[config.mk]
export PLATFORM = sky130hd
export DESIGN_NAME = pm_loader
export DESIGN_NICKNAME = d
export VERILOG_FILES = /design/src/rtl/pm_loader.sv
export SDC_FILE = /design/constraint.sdc
export NUM_CORES = 1
export LEC_CHECK = 0
export CAP_MARGIN = 20
export CORE_MARGIN = 2
export CORE_UTILIZATION = 55
export CTS_CLUSTER_DIAMETER = 40
export DETAILED_ROUTE_END_ITERATION = 8
export GPL_TIMING_DRIVEN = 1
export PLACE_DENSITY = 0.82
export SETUP_SLACK_MARGIN = 0.05
export SLEW_MARGIN = 20
export SYNTH_ARGS = -nofsm -noshare
export SYNTH_HDL_FRONTEND = slang
export SYNTH_SLANG_ARGS = --single-unit
[constraint.sdc]
create_clock -name clk_ldr -period 6.8 [get_ports clk_ldr]
set_input_delay 1.36 -clock clk_ldr [delete_from_list [all_inputs] [get_ports clk_ldr]]
set_output_delay 1.36 -clock clk_ldr [all_outputs]
set_load 0.005 [all_outputs]
[src/rtl/pm_loader.sv]
// Boot loader: fills the 32x8 program memory from a length-prefixed, checksummed
// byte stream, pads unused locations with NOP and then releases the CPU reset.
module pm_loader #(
  parameter int PM_DEPTH = 32,
  parameter int ADDR_W   = 5,
  parameter int DATA_W   = 8
) (
  input  logic              clk_ldr,
  input  logic              rst_ldr,
  input  logic              start_ldr,
  input  logic [ADDR_W:0]   len_ldr,
  input  logic              byte_valid,
  input  logic [DATA_W-1:0] byte_data,
  output logic              byte_ready,
  output logic              pm_we,
  output logic [ADDR_W-1:0] pm_addr,
  output logic [DATA_W-1:0] pm_wdata,
  output logic              cpu_rst,
  output logic              busy,
  output logic              done,
  output logic              err
);

  localparam int CNT_W = ADDR_W + 1;
  localparam logic [CNT_W-1:0] DEPTH_C = CNT_W'(PM_DEPTH);
  localparam logic [CNT_W-1:0] LAST_C  = CNT_W'(PM_DEPTH - 1);

  typedef enum logic [2:0] {
    S_IDLE,
    S_LOAD,
    S_CHECK,
    S_FILL,
    S_RUN,
    S_ERR
  } state_t;

  state_t              state, state_nx;
  logic [CNT_W-1:0]    cnt;
  logic [CNT_W-1:0]    len_q;
  logic [DATA_W-1:0]   sum;
  logic                xfer;
  logic                len_ok;
  logic                start_ok;

  // byte_ready is registered from the next state, so it already reflects LOAD/CHECK.
  assign xfer     = byte_valid && byte_ready;
  assign len_ok   = (len_ldr != '0) && (len_ldr <= DEPTH_C);
  assign start_ok = start_ldr && len_ok;

  always_comb begin
    // NOTE: default assigned first so every path drives state_nx and no latch is inferred.
    state_nx = state;
    case (state)
      S_IDLE, S_RUN, S_ERR: begin
        if (start_ldr) state_nx = len_ok ? S_LOAD : S_ERR;
      end
      S_LOAD: begin
        if (xfer && (cnt + CNT_W'(1) == len_q)) state_nx = S_CHECK;
      end
      S_CHECK: begin
        if (xfer) begin
          if (byte_data != sum)     state_nx = S_ERR;
          else if (len_q < DEPTH_C) state_nx = S_FILL;
          else                      state_nx = S_RUN;
        end
      end
      S_FILL: begin
        if (cnt == LAST_C) state_nx = S_RUN;
      end
      default: state_nx = S_IDLE;
    endcase
  end

  // NOTE: all sequential state uses non-blocking assignments so every register
  // samples pre-edge values regardless of statement order.
  always_ff @(posedge clk_ldr) begin
    if (rst_ldr) begin
      state      <= S_IDLE;
      cnt        <= '0;
      len_q      <= '0;
      sum        <= '0;
      byte_ready <= 1'b0;
      pm_we      <= 1'b0;
      pm_addr    <= '0;
      pm_wdata   <= '0;
      cpu_rst    <= 1'b1;
      busy       <= 1'b0;
      done       <= 1'b0;
      err        <= 1'b0;
    end else begin
      state      <= state_nx;
      byte_ready <= (state_nx == S_LOAD) || (state_nx == S_CHECK);
      busy       <= (state_nx == S_LOAD) || (state_nx == S_CHECK) || (state_nx == S_FILL);
      done       <= (state_nx == S_RUN);
      err        <= (state_nx == S_ERR);
      // Release only once RUN has been held a full cycle, after the final write.
      cpu_rst    <= !((state == S_RUN) && (state_nx == S_RUN));
      pm_we      <= 1'b0;

      case (state)
        S_IDLE, S_RUN, S_ERR: begin
          if (start_ok) begin
            len_q <= len_ldr;
            cnt   <= '0;
            sum   <= '0;
          end
        end
        S_LOAD: begin
          if (xfer) begin
            pm_we    <= 1'b1;
            pm_addr  <= cnt[ADDR_W-1:0];
            pm_wdata <= byte_data;
            sum      <= sum + byte_data;
            cnt      <= cnt + CNT_W'(1);
          end
        end
        S_FILL: begin
          pm_we    <= 1'b1;
          pm_addr  <= cnt[ADDR_W-1:0];
          pm_wdata <= '0;
          cnt      <= cnt + CNT_W'(1);
        end
        default: ;
      endcase
    end
  end

endmodule

==> impl_metrics.ini, run 1 <==
[timing]
skew_ns = 0.00503
worst_slew_pin_slew_ns = 0.671
rsz0062_at_grt = false
fin_crit_ns = 3.64
tns_ns = 0
slew_headroom = 0.551
setup_viol = 0
period_share = 0.536
hold_viol_final = 0
slew_viol_final = 0
max_freq_mhz = 274

[grt]
busiest_layer = met2
groute.layer.met2.usage = 0.408
met3_usage = 0.0596
track_usage = 0.247
grt-ovfl-total = 0
use_met1 = 0.307
grt_pass1_vias = 1891
grt_max_degree = 40
antenna_found_initial = 0
grt_first_pass_wirelength_mm = 8.22

[floorplanning]
fp.dieH_um = 66.2
die-area_um2 = 4390
die-width_um = 66.2
io_pins = 37
core_um2 = 3690
initial_core_util = 0.577
rows = 22

[worst_setup_path]
r2r-end = err
r2r_slack_ns = 4.40
worstPathCellList = clkdlybuf4s50_1, ha_1, or4b_2, nor3_1, o22ai_1, a211oi_1, a21o_1, and2b_1
r2r-start = sum[1]
crit_family = simple AND/OR/NAND/NOR gates
timing.reg2reg.worst_path_depth = 7
critPathArrivalTime_ns = 3.84
cp_slowest_stage_delay_ns = 0.66
slowest_stage = or4b_2
critical_path_class = in -> reg
start_kind = primary input
path_buf_inv = 1
cp.required_ns = 6.99
cp_max_fo = 3
cp-end-kind = flip-flop

[route]
firstDrtPassIters = 4
avgRoutedWirePerCell_um = 14.2
drt_iter0_drc = 164
ant_nets = 0
wl_mm = 4.75
vias_per_cell = 5.77
dr_total_vias = 1933
drc = 0

[clocking]
clockBufferDepth = 2
cts_resized = 0
postCtsSetupRepairBufs = 0
clock_latency_ns = 0.30
cts_tree = built
postCtsHoldBufs = 0
numClockSinks = 42
htreeDepth = 2
clk_transition_reported_paths_ns = 0.08
cts_root_buf = clkbuf_8
cts_buffers = 5

[placement]
gp_congestion = 0.882
dp_hpwl_mm = 3.22
portBuffers = 36

[pwr]
p_leak_nw = 1.02
p_per_area_nw_per_um2 = 185
vdd_ir_drop_max_uv = 139
power_mw = 0.484

[yosys]
synth.net_count = 278
ys_ff_latch = 42
synthCells = 251
yosysWarningCount = 0
synth_area_um2 = 2130
avgSynthCellArea_um2 = 8.48
synth_cell_types = 51
synth-seq-area-share = 0.395

[run]
cap_violations = 0

[min_path]
min_path_type = reg -> reg
worstHoldPathCells = 2
worstHoldStart = pm_addr[2]
min_to = pm_addr[2]

[cells_and_area]
regArea_um2 = 841
diodes = 0
n_fill_cell = 284
multi_input_area_um2 = 1240
fin_nets = 313
final_layout_size_suffix_gt1_frac = 0.0732
area_growth_syn_to_layout_pct = 23.0

[status]
status = finished, final reports clean
## metal layers
layer / part of all wire / wire length (µm) / vias to the layer above
met3: 0.058 / 274 / 10
met2: 0.48 / 2290 / 60
met4: 0.020 / 97 / 0
met5: 0 / 0 / -
li1: - / - / 968
met1: 0.44 / 2090 / 895
## metrics by stage
step / hold slack [ns] / instances / area [µm²] / util / worst slack (ns)
2_1_floorplan: 0.436 / 251 / 2130 / - / 3.60
3_3_place_gp: 0.442 / 327 / 2530 / 0.686 / 2.96
3_5_place_dp: 0.447 / 327 / 2530 / 0.686 / 2.92
4_1_cts: 0.458 / 335 / 2620 / 0.710 / 3.19
5_1_grt: 0.486 / 335 / 2620 / 0.710 / 3.04
6_report: 0.456 / 335 / 2620 / 0.710 / 3.16
## layout make-up
| type | instances | share of cell area |
|---|---|---|
| Clock inverter | 1 | 0.00191 |
| Timing Repair Buffer | 39 | 0.146 |
| Tap cell | 48 | 0.0229 |
| Inverter | 1 | 0.00143 |
| Sequential cell | 42 | 0.321 |
| Multi-Input combinational cell | 197 | 0.474 |
| Clock buffer | 7 | 0.0330 |
## worst reg2reg max path, stage by stage, from the launching register on
cell and delay, ns:
dfxtp_1 0.38, ha_1 0.27, or4b_2 0.66, nor3_1 0.20, o22ai_1 0.16, a211oi_1 0.27
a21o_1 0.19, and2b_1 0.18
## cells in the mapped netlist (all sizes together)
cell type / count / area share
nor2: 35 / 0.062
buf: 1 / 0.0023
a21oi: 23 / 0.054
nor4: 3 / 0.0088
and2: 3 / 0.0088
or4b: 1 / 0.0047
xnor2: 7 / 0.029
nand4: 1 / 0.0029
dfxtp: 42 / 0.39
o41ai: 1 / 0.0041
nor3b: 2 / 0.0070
fa: 1 / 0.0094
nand2b: 3 / 0.0088
a211oi: 2 / 0.0070
nand2: 28 / 0.051
a21o: 4 / 0.015
or4: 3 / 0.012
or3: 2 / 0.0082
inv: 1 / 0.0018
xor2: 7 / 0.029
ha: 8 / 0.047
a311oi: 1 / 0.0041
and2b: 1 / 0.0035
nand3: 12 / 0.034
nor3: 7 / 0.016
nor4b: 1 / 0.0041
o211ai: 1 / 0.0035
mux2i: 7 / 0.033
o21bai: 3 / 0.011
a221oi: 1 / 0.0041
o21ai: 5 / 0.014
a31oi: 5 / 0.018
o21ba: 1 / 0.0047
or3b: 1 / 0.0041
nand3b: 1 / 0.0035
o31ai: 1 / 0.0035
a22oi: 9 / 0.032
clkbuf: 10 / 0.018
o22ai: 2 / 0.0059
o211a: 1 / 0.0047
and3: 1 / 0.0029
nor2b: 2 / 0.0094
## power breakdown
part / switching [mW] / internal, mW
Sequential: 0.00517 / 0.252
Clock: 0.0831 / 0.0819
Combinational: 0.0321 / 0.0304
Total: 0.120 / 0.364
## placed cells by master, fill, tap and decap left out, types with 4 or more instances in the layout
cell	instances
xnor2_1	7
nand3_1	11
xor2_1	7
mux2i_1	7
nor2_1	35
a22oi_1	9
ha_1	8
a21oi_1	23
nor3_1	7
a31oi_1	4
nand2_1	27
dfxtp_1	42
clkbuf_8	6
clkdlybuf4s50_1	36
## sequential cells by signal, indices dropped and copies added (netlist names)
register / flops
busy: 1
pm_addr: 5
sum: 8
cpu_rst: 1
pm_we: 1
done: 1
len_q: 6
byte_ready: 1
state: 3
err: 1
pm_wdata: 8
cnt: 6
## worst max-delay path by stage
stage / startpoint / end / slack [ns] / depth (start not counted)
finish: byte_data[1] / err / 3.16 / 8
detailed placement: byte_data[1] / err / 2.92 / 8
global route: byte_data[1] / err / 3.04 / 8
global placement: byte_data[1] / err / 2.96 / 8
CTS: byte_data[1] / err / 3.19 / 8
floorplan: byte_data[1] / err / 3.60 / 7
## logic make-up after synthesis
group | after synthesis | synth area share
xor gates and xnor gates | 14 | 0.0576
AOI/OAI and AO/OA | 60 | 0.184
and+or+nand+nor | 107 | 0.252
adders and majority gates | 9 | 0.0564
buffers and inverters | 12 | 0.0223
muxes | 7 | 0.0329
DFF | 42 | 0.395
Note: power is estimated with default switching activity, not from simulation.
==> inputs of run 2 (changes only) <==
--- a/config.mk
+++ b/config.mk
@@ -7,11 +7,11 @@
 export LEC_CHECK = 0
 export CAP_MARGIN = 20
 export CORE_MARGIN = 2
-export CORE_UTILIZATION = 55
+export CORE_UTILIZATION = 47
 export CTS_CLUSTER_DIAMETER = 40
 export DETAILED_ROUTE_END_ITERATION = 8
 export GPL_TIMING_DRIVEN = 1
-export PLACE_DENSITY = 0.82
+export PLACE_DENSITY = 0.74
 export SETUP_SLACK_MARGIN = 0.05
 export SLEW_MARGIN = 20
 export SYNTH_ARGS = -nofsm -noshare
==> constraint.sdc (replaced) <==
create_clock -name clk_ldr -period 3.05 [get_ports clk_ldr]
set_input_delay 0.61 -clock clk_ldr [delete_from_list [all_inputs] [get_ports clk_ldr]]
set_output_delay 0.61 -clock clk_ldr [all_outputs]
set_load 0.005 [all_outputs]
==> impl_metrics.ini, run 2 (synthesis results as in run 1) <==
[cells_and_area]
final_common_cell = dfxtp_1
reg_top3 = pm_wdata (8), sum (8)
final_cell_mix = 42 x dfxtp_1, 36 x clkdlybuf4s50_1, 35 x nor2_1
diodes = 0
fin_nets = 320
design_area_um2 = 2700
area_growth_syn_to_layout_pct = 26.7
final_layout_size_suffix_gt1_frac = 0.0956

[route]
avgRoutedWirePerCell_um = 13.7
drt_iter0_drc = 204
ant_nets = 0
wl_mm = 4.71
firstDrtPassIters = 4
dr_total_vias = 1936
vias_per_cell = 5.61
drc = 0

[timing]
hold_viol_final = 0
rsz0062_at_grt = false
setup_viol = 0
skew_ns = 0.00344
worst_slew_pin_slew_ns = 0.740
max_freq_mhz = 360
fin_crit_ns = 2.77
slew_viol_final = 0
slew_headroom = 0.505
period_share = 0.910

[worst_setup_path]
cp_slowest_stage_delay_ns = 0.62
cp_max_fo = 6
timing.reg2reg.worst_path_depth = 7
critical_path_class = in -> reg
critPathArrivalTime_ns = 2.97
slowest_stage = or4b_2
cp-end-kind = flip-flop
start_kind = primary input
cp.required_ns = 3.25
worstPathCellList = clkdlybuf4s50_1, ha_1, or4b_2, nor3_1, o22ai_1, a211oi_1, a21o_1, and2b_1

[clocking]
clockBufferDepth = 2
cts_root_buf = clkbuf_8
cts_resized = 0
clk_transition_reported_paths_ns = 0.08
postCtsSetupRepairBufs = 0
cts_buffers = 5
numClockSinks = 42
cts_tree = built
htreeDepth = 2
clock_latency_ns = 0.29
postCtsHoldBufs = 0

[min_path]
worstHoldPathCells = 2
min_path_type = reg -> reg

[run]
cap_violations = 0

[placement]
gp_congestion = 0.916
portBuffers = 36
placed_area_um2 = 2590
dp_hpwl_mm = 3.49

[floorplanning]
rows = 24
fp.dieH_um = 71.3
initial_core_util = 0.489
io_pins = 37
die-area_um2 = 5090
die-width_um = 71.3
core_um2 = 4350

[pwr]
vdd_ir_drop_max_uv = 270
p_leak_nw = 1.06
p_per_area_nw_per_um2 = 430
power_mw = 1.16

[grt]
track_usage = 0.203
grt_pass1_vias = 1800
grt_first_pass_wirelength_mm = 8.31
antenna_found_initial = 0
grt-ovfl-total = 0
grt_max_degree = 19

[status]
status = finished, final reports clean
-- run 2: routing by layer --
| metal | global-route usage | part of all wire |
|---|---|---|
| met2 | 0.319 | 0.48 |
| met3 | 0.0506 | 0.042 |
| met1 | 0.268 | 0.46 |
| met4 | 0.0797 | 0.018 |
| met5 | 0 | 0 |
-- run 2: cell type report --
class | instances | area, µm²
Timing Repair Buffer | 46 | 435
Tap cell | 52 | 65.1
Multi-Input combinational cell | 197 | 1240
Inverter | 1 | 3.75
Clock inverter | 1 | 30.0
Fill cell | 380 | 1660
Clock buffer | 6 | 82.6
Sequential cell | 42 | 841
-- run 2: critical path: cells and delay by family --
| kind | cells | cell delay, ns |
|---|---|---|
| AO/OA/AOI/OAI | 3 | 0.55 |
| buffers and inverters | 1 | 0.43 |
| adder cells (fa/ha/maj) | 1 | 0.38 |
| AND/OR/NAND/NOR | 3 | 0.99 |
-- run 2: path summary, 6_finish.rpt --
check / start / to / slack, ns
max: byte_data[3] / err / 0.28
min: pm_addr[3] / pm_addr[3] / 0.46
max reg2reg: sum[1] / err / 0.71
min reg2reg: pm_addr[3] / pm_addr[3] / 0.46
-- run 2: per-stage QoR --
| stage | util | cells | hold WS, ns | worst slack [ns] | setup TNS (ns) |
|---|---|---|---|---|---|
| finish | 0.620 | 345 | 0.460 | 0.276 | 0 |
| global route | 0.620 | 345 | 0.478 | 0.133 | 0 |
| CTS | 0.620 | 345 | 0.461 | 0.283 | 0 |
| detailed placement | 0.594 | 338 | 0.448 | -0.0298 | -0.0298 |
| global placement | 0.594 | 338 | 0.444 | 0.00878 | 0 |
| floorplan | - | 251 | 0.436 | 0.599 | 0 |
-- run 2: power by group --
part           internal (mW)  switching, mW
sequential             0.561         0.0116
combinational         0.0724         0.0704
clock                  0.262          0.183
total                  0.895          0.265
